**src/rtl/uart_reg_bank_pkg.sv**
```systemverilog
// Shared register map and CTRL bit layout for the UART register bank.
// Also holds the debounce counter sizing helper.
package uart_reg_bank_pkg;

   typedef enum logic [7:0] {
      REG_ID       = 8'h00,
      REG_LED      = 8'h01,
      REG_BTN_LIVE = 8'h02,
      REG_EVENTS   = 8'h03,
      REG_IRQ_MASK = 8'h04,
      REG_CNT_LO   = 8'h05,
      REG_CNT_HI   = 8'h06,
      REG_CTRL     = 8'h07,
      REG_SCRATCH0 = 8'h10
   } reg_addr_e;

   localparam int CTRL_RUN   = 0;
   localparam int CTRL_CLEAR = 1;
   localparam int CTRL_OVF   = 2;

   // Bits needed to count 0..n inclusive.
   function automatic int cnt_bits(input int n);
      return $clog2(n + 1);
   endfunction

endpackage

```
**src/rtl/uart_reg_bank_button_debouncer.sv**
```systemverilog
// Single-bit button conditioner: 2-flop synchroniser, stability counter,
// and a rise flag asserted in the cycle before the debounced level goes high.
module button_debouncer
   import uart_reg_bank_pkg::*;
#(
   parameter int DEBOUNCE_CYCLES = 50000
)(
   input  logic clk,
   input  logic rst_n,
   input  logic raw,
   output logic level,
   output logic rise
);

   localparam int CW = cnt_bits(DEBOUNCE_CYCLES);
   localparam logic [CW-1:0] LAST = CW'(DEBOUNCE_CYCLES - 1);

   logic          sync1_reg;
   logic          sync2_reg;
   logic          level_reg;
   logic [CW-1:0] cnt_reg;
   logic          differ;

   assign differ = (sync2_reg != level_reg);

   always_ff @(posedge clk or negedge rst_n) begin
      if (!rst_n) begin
         sync1_reg <= 1'b0;
         sync2_reg <= 1'b0;
         level_reg <= 1'b0;
         cnt_reg   <= '0;
      end else begin
         sync1_reg <= raw;
         sync2_reg <= sync1_reg;
         // Any cycle of agreement restarts the stability count.
         if (!differ) begin
            cnt_reg <= '0;
         end else if (cnt_reg == LAST) begin
            level_reg <= sync2_reg;
            cnt_reg   <= '0;
         end else begin
            cnt_reg <= cnt_reg + CW'(1);
         end
      end
   end

   assign level = level_reg;
   assign rise  = differ && (cnt_reg == LAST) && sync2_reg;

endmodule

```
**src/rtl/uart_reg_bank.sv**
```systemverilog
// Register bank behind the UART control block: ID, LEDs, debounced buttons with
// W1C events and IRQ mask, run/clear cycle counter with atomic wide read, scratch.
module uart_reg_bank
   import uart_reg_bank_pkg::*;
#(
   parameter int          DATA_WIDTH      = 32,
   parameter int          NUM_BUTTONS     = 4,
   parameter int          NUM_LEDS        = 8,
   parameter int          NUM_SCRATCH     = 4,
   parameter int          CNT_WIDTH       = 48,
   parameter int          DEBOUNCE_CYCLES = 50000,
   parameter logic [31:0] ID_VALUE        = 32'h46520001
)(
   input  logic                   ipClk,
   input  logic                   ipnReset,
   input  logic [7:0]             ipAddress,
   input  logic [DATA_WIDTH-1:0]  ipWrData,
   input  logic                   ipWrEnable,
   input  logic                   ipRdEnable,
   output logic [DATA_WIDTH-1:0]  opRdData,
   output logic                   opRdValid,
   output logic                   opAddrErr,
   input  logic [NUM_BUTTONS-1:0] ipButtons,
   output logic [NUM_LEDS-1:0]    opLED,
   output logic                   opIrq
);

   localparam int DW = DATA_WIDTH;
   localparam int HW = CNT_WIDTH - DATA_WIDTH;
   localparam int SW = (NUM_SCRATCH > 1) ? $clog2(NUM_SCRATCH) : 1;

   logic [NUM_BUTTONS-1:0] btn_level;
   logic [NUM_BUTTONS-1:0] btn_rise;

   genvar gi;
   generate
      for (gi = 0; gi < NUM_BUTTONS; gi++) begin : g_btn
         button_debouncer #(
            .DEBOUNCE_CYCLES(DEBOUNCE_CYCLES)
         ) u_debouncer (
            .clk   (ipClk),
            .rst_n (ipnReset),
            .raw   (ipButtons[gi]),
            .level (btn_level[gi]),
            .rise  (btn_rise[gi])
         );
      end
   endgenerate

   logic [NUM_LEDS-1:0]    led_reg;
   logic [NUM_BUTTONS-1:0] events_reg, events_next;
   logic [NUM_BUTTONS-1:0] irq_mask_reg;
   logic [CNT_WIDTH-1:0]   cnt_reg, cnt_next;
   logic [HW-1:0]          cnt_hi_reg;
   logic                   run_reg;
   logic                   ovf_reg, ovf_next;
   logic                   irq_reg;
   logic [DW-1:0]          rd_data_reg;
   logic                   rd_valid_reg;
   logic                   addr_err_reg;

   logic          is_scratch;
   logic          mapped;
   logic [SW-1:0] scratch_sel;
   logic          wr_led, wr_events, wr_mask, wr_ctrl, wr_scratch;
   logic          rd_cnt_lo;
   logic          clear_cmd;
   logic          wrap;
   logic [DW-1:0] rd_mux;
   logic [DW-1:0] scratch_val [NUM_SCRATCH];

   always_comb begin
      is_scratch  = (ipAddress[7:4] == 4'h1) && ({1'b0, ipAddress[3:0]} < 5'(NUM_SCRATCH));
      mapped      = (ipAddress <= REG_CTRL) || is_scratch;
      scratch_sel = ipAddress[SW-1:0];
      wr_led      = ipWrEnable && (ipAddress == REG_LED);
      wr_events   = ipWrEnable && (ipAddress == REG_EVENTS);
      wr_mask     = ipWrEnable && (ipAddress == REG_IRQ_MASK);
      wr_ctrl     = ipWrEnable && (ipAddress == REG_CTRL);
      wr_scratch  = ipWrEnable && is_scratch;
      rd_cnt_lo   = ipRdEnable && (ipAddress == REG_CNT_LO);
   end

   generate
      for (gi = 0; gi < NUM_SCRATCH; gi++) begin : g_scratch
         logic [DW-1:0] data_reg;
         always_ff @(posedge ipClk or negedge ipnReset) begin
            if (!ipnReset) begin
               data_reg <= '0;
            end else if (wr_scratch && (scratch_sel == SW'(gi))) begin
               data_reg <= ipWrData;
            end
         end
         assign scratch_val[gi] = data_reg;
      end
   endgenerate

   // Counter, overflow and events: set conditions win over same-cycle clears.
   always_comb begin
      clear_cmd   = wr_ctrl && ipWrData[CTRL_CLEAR];
      wrap        = run_reg && !clear_cmd && (&cnt_reg);
      cnt_next    = cnt_reg;
      ovf_next    = ovf_reg;
      events_next = events_reg;
      if (clear_cmd) begin
         cnt_next = '0;
      end else if (run_reg) begin
         cnt_next = cnt_reg + CNT_WIDTH'(1);
      end
      if (wr_ctrl && ipWrData[CTRL_OVF]) begin
         ovf_next = 1'b0;
      end
      if (wrap) begin
         ovf_next = 1'b1;
      end
      if (wr_events) begin
         events_next = events_reg & ~ipWrData[NUM_BUTTONS-1:0];
      end
      events_next = events_next | btn_rise;
   end

   always_comb begin
      rd_mux = '0;
      case (ipAddress)
         REG_ID:       rd_mux = DW'(ID_VALUE);
         REG_LED:      rd_mux = DW'(led_reg);
         REG_BTN_LIVE: rd_mux = DW'(btn_level);
         REG_EVENTS:   rd_mux = DW'(events_reg);
         REG_IRQ_MASK: rd_mux = DW'(irq_mask_reg);
         REG_CNT_LO:   rd_mux = cnt_reg[DW-1:0];
         REG_CNT_HI:   rd_mux = DW'(cnt_hi_reg);
         REG_CTRL:     rd_mux = DW'({ovf_reg, 1'b0, run_reg});
         default: begin
            if (is_scratch) begin
               rd_mux = scratch_val[scratch_sel];
            end
         end
      endcase
   end

   always_ff @(posedge ipClk or negedge ipnReset) begin
      if (!ipnReset) begin
         led_reg      <= '0;
         events_reg   <= '0;
         irq_mask_reg <= '0;
         cnt_reg      <= '0;
         cnt_hi_reg   <= '0;
         run_reg      <= 1'b1;
         ovf_reg      <= 1'b0;
         irq_reg      <= 1'b0;
         rd_data_reg  <= '0;
         rd_valid_reg <= 1'b0;
         addr_err_reg <= 1'b0;
      end else begin
         if (wr_led) begin
            led_reg <= ipWrData[NUM_LEDS-1:0];
         end
         if (wr_mask) begin
            irq_mask_reg <= ipWrData[NUM_BUTTONS-1:0];
         end
         if (wr_ctrl) begin
            run_reg <= ipWrData[CTRL_RUN];
         end
         // Reading the low word freezes the high word for a tear-free wide read.
         if (rd_cnt_lo) begin
            cnt_hi_reg <= cnt_reg[CNT_WIDTH-1:DW];
         end
         events_reg   <= events_next;
         cnt_reg      <= cnt_next;
         ovf_reg      <= ovf_next;
         irq_reg      <= |(events_reg & irq_mask_reg);
         rd_valid_reg <= ipRdEnable;
         rd_data_reg  <= ipRdEnable ? rd_mux : '0;
         addr_err_reg <= (ipRdEnable || ipWrEnable) && !mapped;
      end
   end

   assign opRdData  = rd_data_reg;
   assign opRdValid = rd_valid_reg;
   assign opAddrErr = addr_err_reg;
   assign opLED     = led_reg;
   assign opIrq     = irq_reg;

endmodule
```
**config.mk**
```make
export PLATFORM = sky130hd
export DESIGN_NAME = uart_reg_bank
export DESIGN_NICKNAME = d
export VERILOG_FILES = /design/src/rtl/uart_reg_bank_pkg.sv /design/src/rtl/uart_reg_bank_button_debouncer.sv /design/src/rtl/uart_reg_bank.sv
export SDC_FILE = /design/constraint.sdc
export NUM_CORES = 1
export LEC_CHECK = 0
export ABC_CLOCK_PERIOD_IN_PS = 3000
export CAP_MARGIN = 20
export CORE_ASPECT_RATIO = 0.5
export CORE_MARGIN = 5
export CORE_UTILIZATION = 50
export DETAILED_ROUTE_END_ITERATION = 12
export GPL_TIMING_DRIVEN = 0
export PLACE_DENSITY = 0.69
export SYNTH_ARGS = -nofsm -noshare
export SYNTH_HDL_FRONTEND = slang
export SYNTH_SLANG_ARGS = --single-unit
```
**constraint.sdc**
```tcl
create_clock -name ipClk -period 3 [get_ports ipClk]
set_input_delay 0.6 -clock ipClk [delete_from_list [all_inputs] [get_ports ipClk]]
set_output_delay 0.6 -clock ipClk [all_outputs]
set_load 0.05 [all_outputs]
```
## Yosys cells after proc, flatten, opt, wreduce, memory -nomap -nowiden

Index checks and enable logic that the tools add are counted.

| cells by class | value |
|---|---|
| order comparisons | 3 |
| bitwise gates (word level) | 5 |
| muxes and demuxes | 19 |
| $mul | 0 |
| reductions and logical operators | 38 |
| equality and inequality tests | 19 |
| add/subtract/negate cells | 5 |
| shifts and indexed selects | 0 |
| divide/modulo/power cells | 0 |

Operators by type and width:

| operator | number |
|---|---|
| case mux 32 bit (8 select lines) | 1 |
| two-way mux 16 bit | 8 |
| two-way mux 32 bit | 4 |
| two-way mux 48 bit | 2 |
| adder 16 x 1 -> 16 bit, second input constant | 4 |
| binary-select mux 32 bit (select 2 bit) | 1 |
| == test 16 bit, second input constant | 4 |
| adder 48 x 1 -> 48 bit, second input constant | 1 |
| AND reduction 48 bit | 1 |
| == test 8 x 3 -> 1 bit, second input constant | 4 |
| logical AND 1 bit | 24 |
| == test 8 x 2 -> 1 bit, second input constant | 2 |
| bitwise AND 4 bit | 2 |
| == test 8 x 1 -> 1 bit, second input constant | 1 |
| <= comparator 8 x 3 -> 1 bit, second input constant | 1 |
| logical NOT 8 bit | 1 |
| AND reduction 2 bit | 4 |
| == test 2 bit, second input constant | 2 |
| == test 4 x 1 -> 1 bit, second input constant | 1 |
| < comparator 4 x 3 -> 1 bit, second input constant | 1 |
| two-way mux 4 bit | 1 |
| != test 1 bit | 4 |
| NOT 4 bit | 1 |
| OR 4 bit | 1 |
| 9 further kinds | 13 |

| storage, ports and cells | value |
|---|---|
| memories | 0 |
| input bits | 48 |
| latch bits | 0 |
| output and inout port bits | 43 |
| flip-flop bits (word level) | 321 |
| bits in read-only memories | 0 |
| RAM bits | 0 |
| word-level logic and storage cells | 120 |

## Longest topological paths before layout

Gate-level depths: netlist of run 1.

| depth | value |
|---|---|
| depth in word-level cells | 7 |
| depth in mapped cells | 8 |
| depth with buffers taken out | 6 |

## Modules after synthesis

Synthesis of run 1 repeated with hierarchy kept, for this count alone.

| second synthesis, totals | value |
|---|---|
| cells, all modules | 1,251 |
| area total of the unflattened synthesis | 15,164.5 um^2 |

Modules (own cells, without submodules):

| module | sequential area each (um^2) | instances | cells an instance | area an instance (um^2) |
|---|---|---|---|---|
| uart_reg_bank | 6,132.1 | 1 | 891 | 11,390.9 |
| button_debouncer | 475.5 | 4 | 90 | 943.4 |

## Worst setup path after synthesis of run 1

Ideal clock, no wire load.

| path | value |
|---|---|
| path kind | input to register |
| start | input port ipAddress[6] |
| end | register g_scratch[3].data_reg[10] |
| slack | 0.646 ns |
| library setup time | 0.125 ns |
| arrival time | 2.229 ns |
| buffers on the path | 2 |
| required time | 2.875 ns |
| stages | 6 |
| path through | or3_1 > nor4b_4 > and2_0 > clkbuf_1 > buf_4 > mux2_2 |

| between the ends | value |
|---|---|
| longest elaborated chain between the ends | 4 |

RTL lines:

| item | line | source |
|---|---|---|
| start: declaration | uart_reg_bank.sv:16 | `input logic [7:0] ipAddress,` |
| == test 4 x 1 -> 1 bit | uart_reg_bank.sv:73 | `is_scratch = (ipAddress[7:4] == 4'h1) && ({1'b0, ipAddress[3:0]} < 5'(NUM_SCRATCH));` |
| logical AND 1 bit | uart_reg_bank.sv:73 |  |
| logical AND 1 bit | uart_reg_bank.sv:80 | `wr_scratch = ipWrEnable && is_scratch;` |
| logical AND 1 bit | uart_reg_bank.sv:90 | `end else if (wr_scratch && (scratch_sel == SW'(gi))) begin` |
| end signal: assignment | uart_reg_bank.sv:91 | `data_reg <= ipWrData;` |
| end: declaration | uart_reg_bank.sv:86 | `logic [DW-1:0] data_reg;` |

Every way passes these cells.
A chain may end at the register's enable or synchronous reset.

## Final worst setup path of run 1

| path | value |
|---|---|
| start | input port ipAddress[1] |
| end | register rd_data_reg[26], in the netlist opRdData[26] |

| between the ends | value |
|---|---|
| longest elaborated chain between the ends | 7 |
| elaborated cells on any way between the ends | 17 |
| classes of those cells | order compare: 1; eq/ne: 7; mux: 6; bitwise: 1; reduce/logical: 2 |

RTL lines:

| item | line | source |
|---|---|---|
| NOT 2 -> 3 bit (implied by the code) | uart_reg_bank.sv:135 | `rd_mux = scratch_val[scratch_sel];` |
| binary-select mux 32 bit (select 2 bit) | uart_reg_bank.sv:135 |  |
| two-way mux 32 bit (implied by the code) (2 in a row) | uart_reg_bank.sv:135 |  |
| two-way mux 32 bit | uart_reg_bank.sv:134 | `if (is_scratch) begin` |
| case mux 32 bit (8 select lines) * | uart_reg_bank.sv:124 | `case (ipAddress)` |
| two-way mux 32 bit * | uart_reg_bank.sv:173 | `rd_data_reg <= ipRdEnable ? rd_mux : '0;` |
| end signal: assignment | uart_reg_bank.sv:173 |  |
| end: declaration | uart_reg_bank.sv:58 | `logic [DW-1:0] rd_data_reg;` |

Mark *: on every way between the ends. The rest lies on a longest branch, timed or not. The select of a mux whose other input is x is not followed.

==> results of run 1 <==
[per-layer routing]
metal  part of all wire  vias to the layer above  wire length, µm  GRT usage
met3              0.054                       42             1870     0.0368
met1               0.45                     5122            15600      0.305
met4              0.016                        0              542     0.0375
met2               0.48                      255            16500      0.358
li1                   -                     4567                -          -
met5                  0                        -                0          0
[critical path: cells and delay by family]
family	cells	cell delay (ns)
multiplexers	1	0.47
buffers and inverters	4	2.01
AND/OR/NAND/NOR	2	0.16
[cells in the mapped netlist (all sizes together), types with 4 or more instances]
master | count | area (µm²)
nand3 | 43 | 230
o21ai | 32 | 160
nor2b | 12 | 75.1
nand2b | 9 | 56.3
and3 | 22 | 138
or4 | 6 | 45.0
dfrtp | 320 | 8010
and2 | 4 | 25.0
nor2 | 155 | 584
a21oi | 33 | 165
clkbuf | 24 | 90.1
and4 | 8 | 70.1
buf | 26 | 126
nand2 | 75 | 282
xnor2 | 34 | 298
or3 | 7 | 45.1
nor3 | 31 | 166
nor4 | 9 | 71.3
mux4 | 32 | 721
a22oi | 22 | 165
nand4 | 41 | 278
nor4b | 4 | 50.1
ha | 5 | 62.6
xor2 | 64 | 561
inv | 14 | 52.6
mux2 | 148 | 1670
mux2i | 9 | 90.1
[through the flow]
step	instances	utilization	cell area (µm²)	power, mW	hold WS [ns]
2_1_floorplan	1213	-	14500	6.12	0.304
3_3_place_gp	1692	0.551	15900	6.65	0.333
3_5_place_dp	1694	0.553	15900	6.71	0.336
4_1_cts	1748	0.586	16900	10.4	0.0429
5_1_grt	1748	0.586	16900	10.9	0.0643
6_report	1748	0.586	16900	10.4	0.0129
[area by class of cell]
cell class	instances	area [µm²]	share of cell area
Clock inverter	10	86.3	0.00512
Tap cell	391	489	0.0290
Inverter	14	52.6	0.00311
Multi-Input combinational cell	828	6190	0.367
Buffer	50	218	0.0129
Timing Repair Buffer	90	941	0.0558
Sequential cell	321	8030	0.476
Clock buffer	44	865	0.0512
[power groups by stage]
| stage | logic, mW | clock network (mW) | registers [mW] |
|---|---|---|---|
| floorplan | 1.06 | 0 | 5.06 |
| global placement | 1.50 | 0 | 5.15 |
| detailed placement | 1.55 | 0 | 5.16 |
| CTS | 1.56 | 3.80 | 5.09 |
| global route | 1.75 | 3.98 | 5.14 |
| finish | 1.56 | 3.72 | 5.09 |
[path summary, 6_finish.rpt]
path / start / end / slack (ns) / cells past startpoint
worst min-delay path: ipnReset / g_btn[0].u_debouncer.cnt_reg[13]$_DFF_PN0_ / 0.01 / 1
worst max register to register: run_reg$_DFFE_PN1N_ / cnt_reg[37]$_DFFE_PN0P_ / 0.39 / 6
min in group ipClk: g_btn[3].u_debouncer.sync1_reg$_DFF_PN0_ / g_btn[3].u_debouncer.sync2_reg$_DFF_PN0_ / 0.35 / 0
worst max-delay path: ipAddress[1] / opRdData[26]$_DFF_PN0_ / 0.18 / 7
max in group asynchronous: ipnReset / g_scratch[0].data_reg[17]$_DFFE_PN0P_ / 1.90 / 2
worst min register to register: g_btn[3].u_debouncer.sync1_reg$_DFF_PN0_ / g_btn[3].u_debouncer.sync2_reg$_DFF_PN0_ / 0.35 / 0
[logic make-up (layout without fill, tap and decap cells)]
logic type,count (synthesis),in the layout,synth area share
adders and majority gates,5,5,0.00432
buffers and inverters,64,208,0.0186
muxes,189,189,0.171
DFF,321,321,0.554
AOI/OAI and AO/OA,105,105,0.0436
xor gates and xnor gates,98,98,0.0592
and+or+nand+nor,431,431,0.149
==> results.tsv, run 1 <==
stage	metric	value	unit
grt	grtUsageTotal	0.214	
final_layout	n_antenna_cell	0	
power_and_ir_drop	power.share.clock	0.359	
sta	drv_slew	0	
placed_design	place_hpwl	24600	µm
outcome	status	complete, no violations	
drt	via_per_inst	5.71	
worst_setup_path	slowest_delay	0.63	ns
sta	slew_headroom	0.425	
floorplanning	die_width	251	µm
flow_run	drv_cap	0	
synth	synth_edf_count	0	
drt	avgRoutedWirePerCell	19.7	µm
drt	vias	9986	
placed_design	io_buffers	88	
grt	gr-total-overflow	0	
sta	clock_skew	0.00972	ns
power_and_ir_drop	p_sw_frac	0.289	
drt	first_iter_violations	675	
power_and_ir_drop	seqPwrFrac	0.491	
power_and_ir_drop	p_leak	7.44	nW
synth	async_flop_share	1.00	
synth	synthFlopType	dfrtp_1	
power_and_ir_drop	power_density	615	nW/µm²
final_layout	final_common_cell	dfrtp_1	
clock_network	clk_pin_slew	0.07	ns
final_layout	area_growth	16.4	%
power_and_ir_drop	p_switching	2.99	mW
final_layout	layout_common_cells	dfrtp_1 (320), nor2_1 (154), mux2_2 (147)	
drt	route.detailed.drc	0	
floorplanning	initial_core_util	0.503	
synth	synth_cell_types	54	
synth	syn_nets	1266	
worst_setup_path	worstPathMaxFanout	10	
power_and_ir_drop	intPower	7.38	mW
placed_design	place_ws	-0.655	ns
sta	fin_crit	2.82	ns
worst_setup_path	cp_cell_sequence	clkdlybuf4s50_1, buf_2, buf_1, clkbuf_1, mux4_2, nor2_1, nor3_1	
drt	ant_nets	0	
worst_setup_path	critPathKind	primary input to flop	
clock_network	cts-root-buf	clkbuf_16	
grt	grt_max_degree	127	
synth	yosysWarningCount	0	
sta	tightest_slew	0.863	ns
grt	grt_antenna_before_repair	0	
clock_network	cts_tree	built	
grt	grt_pass1_wl	56200	µm
clock_network	cts.sinks	321	
synth	syn_inst	1213	
floorplanning	die_y	130	µm
clock_network	cts_made_buffers	30	
final_layout	largest_reg_flops	128	
worst_setup_path	cp.arrival	3.26	ns
worst_setup_path	cp_slowest_cell	clkbuf_1	
sta	setup_violations	0	
synth	synth-seq-cells	321	
power_and_ir_drop	ir_worst_vdd	0.000468	V
sta	post-route-period-util	0.942	
floorplanning	row_count	44	
worst_setup_path	required	3.44	ns
grt	first_global_vias	10200	
final_layout	nFillCells	2333	
synth	seq_area_frac_synth	0.554	
drt	dr.pass1.iters	5	
sta	fmax	0.354	GHz
sta	rsz0062_at_grt	no	
drt	wirelength	34500	µm
clock_network	postCtsSetupRepairBufs	0	
clock_network	cts_resized	1	
floorplanning	dieArea	32700	µm²
power_and_ir_drop	combPwrFrac	0.150	
floorplanning	coreArea	28800	µm²
synth	avgSynthCellArea	11.9	µm²
final_layout	drive_above_1_share	0.189	
final_layout	fin_nets	1388	
placed_design	gp_congestion	0.914	
synth	synth_area	14500	µm²
worst_setup_path	end_kind	flop	
clock_network	cts_buffer_depth	3	
sta	setup_tns	0	ns
worst_setup_path	start_kind	primary input	
floorplanning	io_pins	91	
sta	final_hold_viol_count	0	
hold_path	min_path_type	primary input to asynchronous set/reset pin	
clock_network	clock_latency	0.56	ns
clock_network	ctsHoldBuffers	0	
sta	setup_ws	0.175	ns
clock_network	h-tree-depth	1	
Power figures use the tool's default switching activity.
==> run 2: changes to the inputs <==
--- a/config.mk
+++ b/config.mk
@@ -5,14 +5,14 @@
 export SDC_FILE = /design/constraint.sdc
 export NUM_CORES = 1
 export LEC_CHECK = 0
+export ABC_AREA = 1
 export ABC_CLOCK_PERIOD_IN_PS = 3000
 export CAP_MARGIN = 20
 export CORE_ASPECT_RATIO = 0.5
 export CORE_MARGIN = 5
-export CORE_UTILIZATION = 50
+export CORE_UTILIZATION = 33
 export DETAILED_ROUTE_END_ITERATION = 12
 export GPL_TIMING_DRIVEN = 0
-export PLACE_DENSITY = 0.69
 export SYNTH_ARGS = -nofsm -noshare
 export SYNTH_HDL_FRONTEND = slang
 export SYNTH_SLANG_ARGS = --single-unit
==> run 2 against run 1 <==
Total power is 9.2% lower. Maximum frequency grew 9.4%. Highest routed layer unchanged. Routed wire length is 29% higher.
==> results.tsv, run 2 <==
stage	metric	value	unit
floorplanning	initial_core_util	0.334	
sta	slew_headroom	0.447	
worst_setup_path	worst_path_most_repeated_cell	nor2_1	
sta	drv_slew	0	
drt	wirelength	44700	µm
clock_network	h-tree-depth	2	
grt	grt_max_degree	114	
drt	avgRoutedWirePerCell	17.1	µm
worst_setup_path	critPathKind	primary input to flop	
final_layout	largest_reg_flops	128	
sta	rsz0062_at_grt	no	
floorplanning	dieArea	50300	µm²
grt	grt_antenna_before_repair	0	
synth	async_flop_share	1.00	
worst_setup_path	slowest_delay	0.45	ns
drt	route.detailed.drc	0	
clock_network	cts_made_buffers	34	
drt	highest-signal-layer	met4	
sta	fin_crit	2.58	ns
synth	seq_area_frac_synth	0.533	
drt	first_iter_violations	1061	
worst_setup_path	cp_slowest_cell	clkdlybuf4s50_1	
final_layout	final_cells	2605	
sta	clock_skew	0.0177	ns
grt	gr-total-overflow	0	
clock_network	cts_buffer_depth	3	
worst_setup_path	required	3.40	ns
synth	ys_top_cells_by_count	nand2_1 (469), dfrtp_1 (320), nor2_1 (209)	
drt	wl_met3	2770	µm
clock_network	clk_pin_slew	0.06	ns
drt	met1Wirelength	20400	µm
placed_design	io_buffers	90	
grt	first_global_vias	12800	
drt	ant_nets	0	
sta	tightest_slew	0.830	ns
sta	post-route-period-util	0.860	
hold_path	min_path_type	primary input to asynchronous set/reset pin	
placed_design	gp_congestion	0.889	
floorplanning	die_width	312	µm
worst_setup_path	rr_endpoint	cnt_reg[42]$_DFFE_PN0P_	
placed_design	place_hpwl	32000	µm
synth	syn_nets	1910	
flow_run	drv_cap	0	
final_layout	n_antenna_cell	0	
synth	post-synth-top-count-cell	nand2_1	
floorplanning	die_y	161	µm
worst_setup_path	r2r-start	cnt_reg[0]$_DFFE_PN0P_	
drt	via_per_inst	5.07	
final_layout	layout_common_cells	nand2_1 (469), dfrtp_1 (320), nor2_1 (209)	
final_layout	post-route-util	0.397	
clock_network	cts_resized	0	
drt	dr.pass1.iters	5	
placed_design	dp_cells	2547	
sta	final_hold_viol_count	0	
sta	fmax	0.387	GHz
synth	synth_edf_count	0	
power_and_ir_drop	power_density	526	nW/µm²
worst_setup_path	cp.arrival	2.98	ns
final_layout	final_common_cell	nand2_1	
worst_setup_path	worstPathMaxFanout	10	
clock_network	postCtsSetupRepairBufs	0	
synth	synth-seq-cells	321	
outcome	status	complete, no violations	
worst_setup_path	cp_cell_sequence	clkdlybuf4s50_1, nor2_4, nand4_1, clkbuf_1, a31oi_1, nand3_1, nor2_1, nor2_1	
clock_network	ctsHoldBuffers	0	
clock_network	cts.sinks	321	
power_and_ir_drop	p_leak	8.03	nW
worst_setup_path	r2r_cells	10	
floorplanning	io_pins	91	
final_layout	area_growth	18.9	%
grt	grt_pass1_wl	71000	µm
synth	synth_cell_types	38	
drt	vias	13200	
worst_setup_path	rrSetupSlack	0.73	ns
synth	synth_top_cell_by_area	dfrtp_1	
synth	synth_top_area_frac	0.531	
clock_network	cts_tree	built	
synth	avgSynthCellArea	8.11	µm²
final_layout	fin_nets	2038	
synth	yosysWarningCount	0	
clock_network	cts-root-buf	clkbuf_16	
floorplanning	row_count	55	
sta	setup_violations	0	
synth	synth_area	15100	µm²
grt	grtUsageTotal	0.175	
worst_setup_path	start_kind	primary input	
synth	synthFlopType	dfrtp_1	
worst_setup_path	end_kind	flop	
power_and_ir_drop	ir_worst_vdd	0.000329	V
final_layout	nFillCells	4574	
synth	syn_inst	1857	
floorplanning	coreArea	45100	µm²
synth	ys_top_cells_by_area	dfrtp_1 (53%), nand2_1 (12%), nor2_1 (5.2%)	
clock_network	clock_latency	0.53	ns
drt	wl_met2	19900	µm
final_layout	drive_above_1_share	0.0578	
-- run 2: changes by cell type in the layout (fill, tap and decap cells not counted), moves of 17 or more --
cell	before	now
xor2_1	64	12
xnor2_1	34	7
and3_1	22	5
nor2_1	154	209
mux4_2	32	0
nand3_1	40	134
o21ai_0	32	122
o21ai_1	0	82
a21oi_1	33	79
a22oi_1	22	64
nand2_1	75	469
mux2_2	147	0
inv_1	14	171
-- run 2: cell families (layout without fill, tap and decap cells) --
group / count (synthesis) / in the layout / synth area share
xor gates and xnor gates: 19 / 19 / 0.0110
DFF: 321 / 321 / 0.533
and+or+nand+nor: 909 / 909 / 0.256
buffers and inverters: 240 / 390 / 0.0626
adders and majority gates: 5 / 5 / 0.00415
AOI/OAI and AO/OA: 363 / 363 / 0.133
-- run 2: report_power, final --
group | internal, mW | switching [mW]
clock network | 2.52 | 1.77
registers | 4.46 | 0.0980
logic | 0.192 | 0.385
-- run 2: worst max path at each step --
stage	slack, ns	startpoint	cells after the start	to
6_report	0.42	ipAddress[6]	8	opRdData[1]$_DFF_PN0_
5_1_grt	0.40	ipAddress[2]	10	g_scratch[1].data_reg[11]$_DFFE_PN0P_
4_1_cts	0.52	ipAddress[1]	8	opRdData[29]$_DFF_PN0_
3_5_place_dp	-0.03	ipAddress[1]	8	opRdData[29]$_DFF_PN0_
3_3_place_gp	-13.22	ipnReset	1	opRdData[18]$_DFF_PN0_
2_1_floorplan	1.17	ipAddress[6]	10	cnt_hi_reg[10]$_DFFE_PN0P_
-- run 2: per-stage QoR --
step | area (µm²) | setup slack, ns | hold slack [ns] | setup TNS [ns] | total power, mW
2_1_floorplan | 15100 | 1.17 | 0.304 | 0 | 4.90
3_3_place_gp | 16700 | -13.22 | 0.332 | -4223.60 | 5.21
3_5_place_dp | 16800 | -0.0350 | 0.336 | -0.0946 | 5.22
4_1_cts | 17900 | 0.520 | 0.148 | 0 | 9.51
5_1_grt | 17900 | 0.396 | 0.188 | 0 | 9.81
6_report | 17900 | 0.419 | 0.111 | 0 | 9.42
-- run 2: layout make-up --
type,count,area (µm²),share of cell area
Sequential cell,321,8030,0.449
Multi-Input combinational cell,1296,6090,0.340
Clock buffer,48,1000,0.0561
Timing Repair Buffer,92,961,0.0537
Tap cell,598,748,0.0418
Inverter,180,676,0.0377
Buffer,60,268,0.0150
Clock inverter,10,126,0.00706
-- run 2: critical path, delay by kind of cell --
family / cells / cell delay, ns
AOI/OAI and AO/OA: 1 / 0.41
buffers and inverters: 2 / 0.87
and+or+nand+nor: 5 / 1.09
-- run 2: metal layers --
layer  up-vias  GRT usage
li1       6355          -
met5         -          0
met3        92     0.0249
met4         0     0.0655
met1      6346      0.248
met2       411      0.274
